$ cat config.mk
export PLATFORM = sky130hd
export DESIGN_NAME = sram_arbiter
export DESIGN_NICKNAME = d
export VERILOG_FILES = /design/src/rtl/sram_arbiter.sv
export SDC_FILE = /design/constraint.sdc
export NUM_CORES = 1
export LEC_CHECK = 0
export ABC_AREA = 1
export CAP_MARGIN = 25
export CORE_MARGIN = 4
export CORE_UTILIZATION = 33
export CTS_BUF_LIST = sky130_fd_sc_hd__clkbuf_8
export CTS_CLUSTER_DIAMETER = 30
export DETAILED_ROUTE_END_ITERATION = 12
export HOLD_SLACK_MARGIN = 0.1
export PLACE_DENSITY = 0.86
export SLEW_MARGIN = 10
export SYNTH_ARGS = -nofsm -noshare
export SYNTH_HDL_FRONTEND = slang
export SYNTH_SLANG_ARGS = --single-unit
$ cat constraint.sdc
create_clock -name clk -period 2.05 [get_ports clk]
set_clock_uncertainty 0.1 [all_clocks]
set_input_delay 0.205 -clock clk [delete_from_list [all_inputs] [get_ports clk]]
set_output_delay 0.205 -clock clk [all_outputs]
set_load 0.05 [all_outputs]
$ cat src/rtl/sram_arbiter.sv
// sram_arbiter: two-port (video=p0, cpu=p1) arbiter in front of an SRAM controller.
// Define SRAM_ARB_FAIR_EN to promote port 1 after MAX_WAIT denied cycles.
module sram_arbiter #(
  parameter int AW       = 18,
  parameter int DW       = 16,
  parameter int MAX_WAIT = 4
) (
  input  logic            clk,
  input  logic            rst_n,
  input  logic            p0_req,
  input  logic            p0_we,
  input  logic [AW-1:0]   p0_addr,
  input  logic [DW-1:0]   p0_wdata,
  input  logic [DW/8-1:0] p0_strobe,
  output logic            p0_gnt,
  output logic            p0_rvalid,
  output logic [DW-1:0]   p0_rdata,
  input  logic            p1_req,
  input  logic            p1_we,
  input  logic [AW-1:0]   p1_addr,
  input  logic [DW-1:0]   p1_wdata,
  input  logic [DW/8-1:0] p1_strobe,
  output logic            p1_gnt,
  output logic            p1_rvalid,
  output logic [DW-1:0]   p1_rdata,
  output logic            m_read,
  output logic            m_write,
  output logic [AW-1:0]   m_address,
  output logic [DW-1:0]   m_wdata,
  output logic [DW/8-1:0] m_strobe,
  input  logic [DW-1:0]   m_rdata
);

  localparam int SW = DW / 8;

  if (DW != 16 || MAX_WAIT < 1) begin : g_bad_cfg
    $error("sram_arbiter: DW must be 16 and MAX_WAIT >= 1");
  end

  typedef struct packed {
    logic          we;
    logic [AW-1:0] addr;
    logic [DW-1:0] wdata;
    logic [SW-1:0] strobe;
  } req_t;

  req_t sel;
  logic any_gnt;
  logic promote;
  logic pend;
  logic pend_own;

`ifdef SRAM_ARB_FAIR_EN
  localparam int CW =
    ($clog2(MAX_WAIT + 1) < 3) ? 3 : $clog2(MAX_WAIT + 1);

  logic [CW-1:0] wait_cnt;

  assign promote = (wait_cnt == CW'(MAX_WAIT));

  // Counts consecutive denied cycles; saturates once promotion is armed.
  always_ff @(posedge clk) begin
    if (!rst_n) begin
      wait_cnt <= '0;
    end else if (!p1_req || p1_gnt) begin
      wait_cnt <= '0;
    end else if (!promote) begin
      wait_cnt <= wait_cnt + CW'(1);
    end
  end
`else
  assign promote = 1'b0;
`endif

  assign p0_gnt  = rst_n & p0_req & ~(promote & p1_req);
  assign p1_gnt  = rst_n & p1_req & (~p0_req | promote);
  assign any_gnt = p0_gnt | p1_gnt;

  always_comb begin
    sel = '0;
    unique case (1'b1)
      p0_gnt:  sel = {p0_we, p0_addr, p0_wdata, p0_strobe};
      p1_gnt:  sel = {p1_we, p1_addr, p1_wdata, p1_strobe};
      default: sel = '0;
    endcase
  end

  assign m_read    = any_gnt & ~sel.we;
  assign m_write   = any_gnt & sel.we;
  assign m_address = sel.addr;
  assign m_wdata   = sel.wdata;
  assign m_strobe  = sel.strobe;

  // Controller data is valid one cycle after m_read; owner travels with it.
  always_ff @(posedge clk) begin
    if (!rst_n) begin
      pend      <= 1'b0;
      pend_own  <= 1'b0;
      p0_rvalid <= 1'b0;
      p1_rvalid <= 1'b0;
      p0_rdata  <= '0;
      p1_rdata  <= '0;
    end else begin
      pend      <= m_read;
      pend_own  <= p1_gnt;
      p0_rvalid <= pend & ~pend_own;
      p1_rvalid <= pend & pend_own;
      if (pend && !pend_own) begin
        p0_rdata <= m_rdata;
      end
      if (pend && pend_own) begin
        p1_rdata <= m_rdata;
      end
    end
  end

endmodule

* Word-level counts from Yosys, hierarchy flattened *
Index checks and enable logic that the tools add are counted.

storage, ports and cells
  flip-flop bits (word level) = 36
  input bits = 94
  output and inout bits = 74
  word-level logic and storage cells = 21

cells by class
  multiplexer cells = 1
  bitwise operators = 11
  reductions and logical operators = 3

operators by type and width
  operator                                count
  37-bit one-hot mux with 2 select lines  1
  1-bit AND                               7
  1-bit NOT                               3
  1-bit logical AND                       2
  1-bit zero test                         1
  1-bit bitwise OR                        1

* Longest topological paths before layout *
Gate-level depths: netlist of the first run.

  depth in word-level cells = 5
  depth in mapped cells = 7
  gate-level depth less buffers = 5

* Worst setup path before layout of the first run *
Ideal clock, no wire load.

  path kind = input port to output port
  start point = input port rst_n
  end point = output port m_read
  arrival = 1668 ps
  data required time = 1745 ps
  path slack = 77 ps
  cell stages on the path = 7
  buffers on the path = 2
  cell sequence = buf_6 -> nand2_2 -> inv_2 -> buf_6 -> nand2_1 -> nand2_1 -> nor2_1

on the way
  cells in the longest elaborated chain, start to end = 5
  elaborated cells on any way between the ends = 7
  classes of those cells = mux (1); bitwise (6)

ends and longest elaborated chain
  element                                 line  source
  start: declaration                      9     input logic rst_n,
  1-bit AND (2 in a row)                  76    assign p1_gnt = rst_n & p1_req & (~p0_req | promote);
  37-bit one-hot mux with 2 select lines  81    unique case (1'b1)
  1-bit NOT                               88    assign m_read = any_gnt & ~sel.we;
  1-bit AND (*)                           88
  end: declaration                        26    output logic m_read,

Mark *: on every way between the ends. The rest lies on a longest branch, timed or not.

* Final worst setup path of the first run *
  start point = input port rst_n
  end point = output port m_address[3]

on the way
  cells in the longest elaborated chain, start to end = 3
  elaborated cells on any way between the ends = 4
  classes of those cells = mux (1); bitwise (3)

ends and longest elaborated chain
  element                                     line  source
  1-bit AND (2 in a row)                      76
  37-bit one-hot mux with 2 select lines (*)  81
  end: declaration                            28    output logic [AW-1:0] m_address,

Marks and branches as above.

==> report_table.html, run 1 <==
<table>
<tr><th>Metric</th><th>Value</th></tr>
<tr><th colspan="2">Pwr</th></tr>
<tr><td>Leak pwr</td><td>0.00169 uW</td></tr>
<tr><td>PwrDens</td><td>581 nW/um2</td></tr>
<tr><td>Sw Pwr</td><td>747 uW</td></tr>
<tr><td>Portion of total power attributed to sequential cells</td><td>33.4%</td></tr>
<tr><td>Sw frac</td><td>32.8%</td></tr>
<tr><td>Part of the total power dissipated in the clock network</td><td>25.7%</td></tr>
<tr><td>Cell internal pwr</td><td>1530 uW</td></tr>
<tr><td>Combinational power share</td><td>40.9%</td></tr>
<tr><td>Worst-case vdd ir drop</td><td>0.305 mV</td></tr>
<tr><th colspan="2">Routing</th></tr>
<tr><td>Met2 routed WL</td><td>3.78 mm</td></tr>
<tr><td>Total wirelength of the detailed-routed design</td><td>about 7.3 mm</td></tr>
<tr><td>Post-route ant nets</td><td>0</td></tr>
<tr><td>Vias post-DR</td><td>roughly 2300</td></tr>
<tr><td>Highest layer used for signal routing</td><td>met4</td></tr>
<tr><td>Average via count per standard cell</td><td>4.60</td></tr>
<tr><td>Routed wirelength normalized by instance count</td><td>~14 um</td></tr>
<tr><td>Length of routed met3 wiring</td><td>slightly above 800 um</td></tr>
<tr><td>Total routed wire length on the met1 layer</td><td>2.42 mm</td></tr>
<tr><td>Detailed-routing iteration count for the pre-antenna-repair pass</td><td>4</td></tr>
<tr><td>Drt initial violations</td><td>82</td></tr>
<tr><td>Final routed DRC violation total</td><td>0</td></tr>
<tr><th colspan="2">Worst hold path</th></tr>
<tr><td>Cell depth of the worst min-delay path</td><td>2</td></tr>
<tr><td>Start point of the worst min-delay path</td><td>p0_rdata[0]$_SDFFE_PN0P_</td></tr>
<tr><td>Type of the worst min-delay path</td><td>flip-flop to flip-flop</td></tr>
<tr><td>Endpoint with the worst hold slack</td><td>p0_rdata[0]$_SDFFE_PN0P_</td></tr>
<tr><th colspan="2">Clock network</th></tr>
<tr><td>Sink Count</td><td>36</td></tr>
<tr><td>Inserted Clock Buffers</td><td>5</td></tr>
<tr><td>Worst-Skew Late Latency</td><td>0.27 ns</td></tr>
<tr><td>Number of buffers inserted for hold repair after clock tree synthesis</td><td>0</td></tr>
<tr><td>Max Buffers Root-to-Sink</td><td>2</td></tr>
<tr><td>Level count of the clock H-tree</td><td>2</td></tr>
<tr><td>Post-CTS setup buffer count</td><td>0</td></tr>
<tr><td>CTS clock-pin slew for the worst setup and hold paths</td><td>0.06 ns</td></tr>
<tr><td>Clock root buffer master</td><td>clkbuf_8</td></tr>
<tr><td>Clock tree from TritonCTS</td><td>built</td></tr>
<tr><td>Number of gates given a new drive strength after cts</td><td>0</td></tr>
<tr><th colspan="2">Cells and area</th></tr>
<tr><td>Final net count</td><td>530</td></tr>
<tr><td>Area of all placed cells without fillers</td><td>3920 um2</td></tr>
<tr><td>Count of filler cells inserted in the layout</td><td>404</td></tr>
<tr><td>Layout cell share with drive strength beyond 1</td><td>between 10% and 20%</td></tr>
<tr><td>Layout area overhead</td><td>123%</td></tr>
<tr><td>Number of antenna diodes</td><td>0</td></tr>
<tr><th colspan="2">Worst setup path</th></tr>
<tr><td>Setup slack of the worst register-to-register path</td><td>between 0.7 and 0.8 ns</td></tr>
<tr><td>Crit path kind</td><td>input pin to output port</td></tr>
<tr><td>Arrival time at the worst endpoint</td><td>roughly 1.6 ns</td></tr>
<tr><td>End of the worst register-to-register path</td><td>p1_rdata[12]$_SDFFE_PN0P_</td></tr>
<tr><td>Highest net fanout along the worst path</td><td>31</td></tr>
<tr><td>CP Data Required Time</td><td>1.75 ns</td></tr>
<tr><td>Depth of the worst register-to-register path</td><td>4</td></tr>
<tr><td>Sort of element at the end of the critical path</td><td>output port</td></tr>
<tr><td>Worst reg2reg startpoint</td><td>pend_own$_SDFF_PN0_</td></tr>
<tr><td>Crit path launch type</td><td>input pin</td></tr>
<tr><th colspan="2">Floorplanning</th></tr>
<tr><td>FP Rows</td><td>26</td></tr>
<tr><td>Die Outline Area</td><td>6550 um2</td></tr>
<tr><td>Total I/O pin count</td><td>168</td></tr>
<tr><td>Chip Height</td><td>~80 um</td></tr>
<tr><td>Core box area</td><td>5140 um2</td></tr>
<tr><td>Effective utilization at floorplan</td><td>between 30% and 40%</td></tr>
<tr><td>Width of the chip</td><td>81.0 um</td></tr>
<tr><th colspan="2">Logic synthesis</th></tr>
<tr><td>Cell type contributing the most total cell area after synthesis</td><td>dfxtp_1</td></tr>
<tr><td>Post-synthesis net count</td><td>between 300 and 400</td></tr>
<tr><td>Cell area after technology mapping</td><td>between 1500 and 2000 um2</td></tr>
<tr><td>Top cells by area in the synthesized netlist</td><td>dfxtp_1 (41%), nand2_1 (24%), nor2_1 (15%), o21ai_0 (9.4%), buf_6 (4.5%)</td></tr>
<tr><td>Number of unique standard cell types used by synthesis</td><td>14</td></tr>
<tr><td>Cell count after synthesis</td><td>roughly 280</td></tr>
<tr><td>Fraction of post-synthesis cell area in the top cell type by area</td><td>41.0%</td></tr>
<tr><td>Sequential element share of the synthesized area</td><td>about two fifths</td></tr>
<tr><td>Yosys warning total</td><td>0</td></tr>
<tr><td>Number of storage elements in the synthesis netlist</td><td>36</td></tr>
<tr><td>Mean instance size in the synthesized netlist</td><td>6.39 um2</td></tr>
<tr><th colspan="2">Timing</th></tr>
<tr><td>Worst-margin pin slew</td><td>0.548 ns</td></tr>
<tr><td>Min cycle time layout</td><td>1.90 ns</td></tr>
<tr><td>Slew headroom</td><td>63.3%</td></tr>
<tr><td>Max frequency</td><td>roughly 0.53 GHz</td></tr>
<tr><td>Final hold violation count</td><td>0</td></tr>
<tr><td>Setup violators final</td><td>0</td></tr>
<tr><td>Tcrit/Tclk final</td><td>92.7%</td></tr>
<tr><td>Final Slew Violations</td><td>0</td></tr>
<tr><td>Accumulated negative setup slack</td><td>0 ns</td></tr>
<tr><td>Setup WS post-layout</td><td>0.150 ns</td></tr>
<tr><td>RSZ-0062 raised after global routing</td><td>false</td></tr>
<tr><th colspan="2">Global routing</th></tr>
<tr><td>Pin count of the biggest net entering global routing</td><td>38</td></tr>
<tr><td>Overall track demand over capacity in global routing</td><td>22.0%</td></tr>
<tr><td>Vias in the first global route</td><td>between 2000 and 2500</td></tr>
<tr><td>Remaining global-route overflow</td><td>0</td></tr>
<tr><td>Number of antenna violations at the first check in global routing</td><td>0</td></tr>
<tr><td>Wire length of the first global-routing pass</td><td>11.1 mm</td></tr>
<tr><th colspan="2">Status</th></tr>
<tr><td>Run status</td><td>complete, no violations</td></tr>
<tr><th colspan="2">Placed design</th></tr>
<tr><td>HPWL after detailed placement</td><td>6.20 mm</td></tr>
<tr><td>DP Worst Slack</td><td>0.109 ns</td></tr>
<tr><td>Port bufs</td><td>between 150 and 200</td></tr>
<tr><td>Placement Cell Area</td><td>3800 um2</td></tr>
<tr><td>Weighted congestion reported at the end of routability-driven placement</td><td>0.842</td></tr>
<tr><th colspan="2">Run</th></tr>
<tr><td>Max-cap violations</td><td>0</td></tr>
</table>
layer usage:
metal | up-vias | global-route usage (%)
li1 | 1167 | -
met1 | 1031 | 21.8
met2 | 113 | 39.9
met3 | 19 | 9.42
met4 | 0 | 9.63
met5 | - | 0
cell families (layout without fill, tap and decap cells):
family | count (synthesis) | after routing | synth area share [%]
AND/OR/NAND/NOR | 183 | 183 | 40.5
flip-flops | 36 | 36 | 41.0
AO/OA/AOI/OAI | 33 | 33 | 9.40
buffers and inverters | 23 | 185 | 9.12
registers in the layout, summed over array words and instances (netlist names):
name	count
p0_rdata	16
p0_rvalid	1
p1_rdata	16
p1_rvalid	1
pend	1
pend_own	1
cell type report:
| type | instances | area [um2] | area share, % |
|---|---|---|---|
| flip-flops and latches | 36 | 721 | 18.4 |
| clock inverters | 3 | 38.8 | 0.991 |
| multi-input cells | 216 | 876 | 22.4 |
| inverters | 8 | 36.3 | 0.927 |
| well taps | 70 | 87.6 | 2.24 |
| clock buffers | 5 | 68.8 | 1.76 |
| repair buffers | 169 | 2090 | 53.3 |
synthesized netlist by cell type:
master,n
buf_6,7
nand2_2,3
inv_1,4
buf_4,3
nand2_1,110
dfxtp_1,36
o21ai_0,33
buf_2,5
clkinv_2,1
nor2_1,68
inv_2,2
nand4_1,1
nand3_4,1
inv_4,1
metrics by stage:
step	hold slack, ns	utilization (%)	power, uW	std cells
6_report	0.386	76.2	2280	507
5_1_grt	0.411	76.2	2370	507
2_1_floorplan	0.248	-	1220	275
3_5_place_dp	0.373	74.0	1710	499
3_3_place_gp	0.361	74.0	1690	499
4_1_cts	0.390	76.1	2300	507
power groups by stage:
| stage | Clock, uW | Combinational [uW] | Sequential (uW) |
|---|---|---|---|
| final | 586 | 930 | 759 |
| after global routing | 632 | 978 | 763 |
| after floorplan | 0 | 316 | 901 |
| after CTS | 599 | 938 | 760 |
| after global placement | 0 | 921 | 773 |
| after detailed placement | 0 | 935 | 776 |
cells in the final DEF (no fill, tap or decap):
| cell type | netlist | final |
|---|---|---|
| clkdlybuf4s50_1 | 0 | 127 |
| nand2_1 | 110 | 110 |
| nor2_1 | 68 | 68 |
| buf_12 | 0 | 40 |
| dfxtp_1 | 36 | 36 |
| o21ai_0 | 33 | 33 |
| inv_1 | 4 | 5 |
| clkbuf_8 | 0 | 5 |
| nand2_2 | 3 | 3 |
| inv_2 | 2 | 2 |
| clkinv_2 | 1 | 2 |
| buf_4 | 3 | 2 |
| nand3_4 | 1 | 1 |
| inv_6 | 0 | 1 |
| nand4_1 | 1 | 1 |
| bufinv_16 | 0 | 1 |
worst max-delay path, cell delays in order:
cell and delay (ns):
clkdlybuf4s50_1 0.60, nand2_2 0.08, inv_2 0.15, buf_12 0.20
nand2_1 0.09, nand2_1 0.12, buf_12 0.14
worst max path at each step:
stage,cells after the start,start,end,slack [ns]
6_report,7,rst_n,m_address[3],0.15
5_1_grt,7,rst_n,m_address[5],0.06
4_1_cts,6,rst_n,m_address[5],0.11
3_5_place_dp,6,rst_n,m_address[5],0.11
3_3_place_gp,7,rst_n,m_address[10],0.18
2_1_floorplan,7,rst_n,m_read,0.08
(Power assumes the default switching activity.)
==> inputs of run 2 (changes only) <==
--- a/config.mk
+++ b/config.mk
@@ -11,6 +11,7 @@
 export CORE_UTILIZATION = 33
 export CTS_BUF_LIST = sky130_fd_sc_hd__clkbuf_8
 export CTS_CLUSTER_DIAMETER = 30
+export CTS_CLUSTER_SIZE = 40
 export DETAILED_ROUTE_END_ITERATION = 12
 export HOLD_SLACK_MARGIN = 0.1
 export PLACE_DENSITY = 0.86
==> results of run 2 <==
Final layout, timing and power as in run 1 (identical DEF).
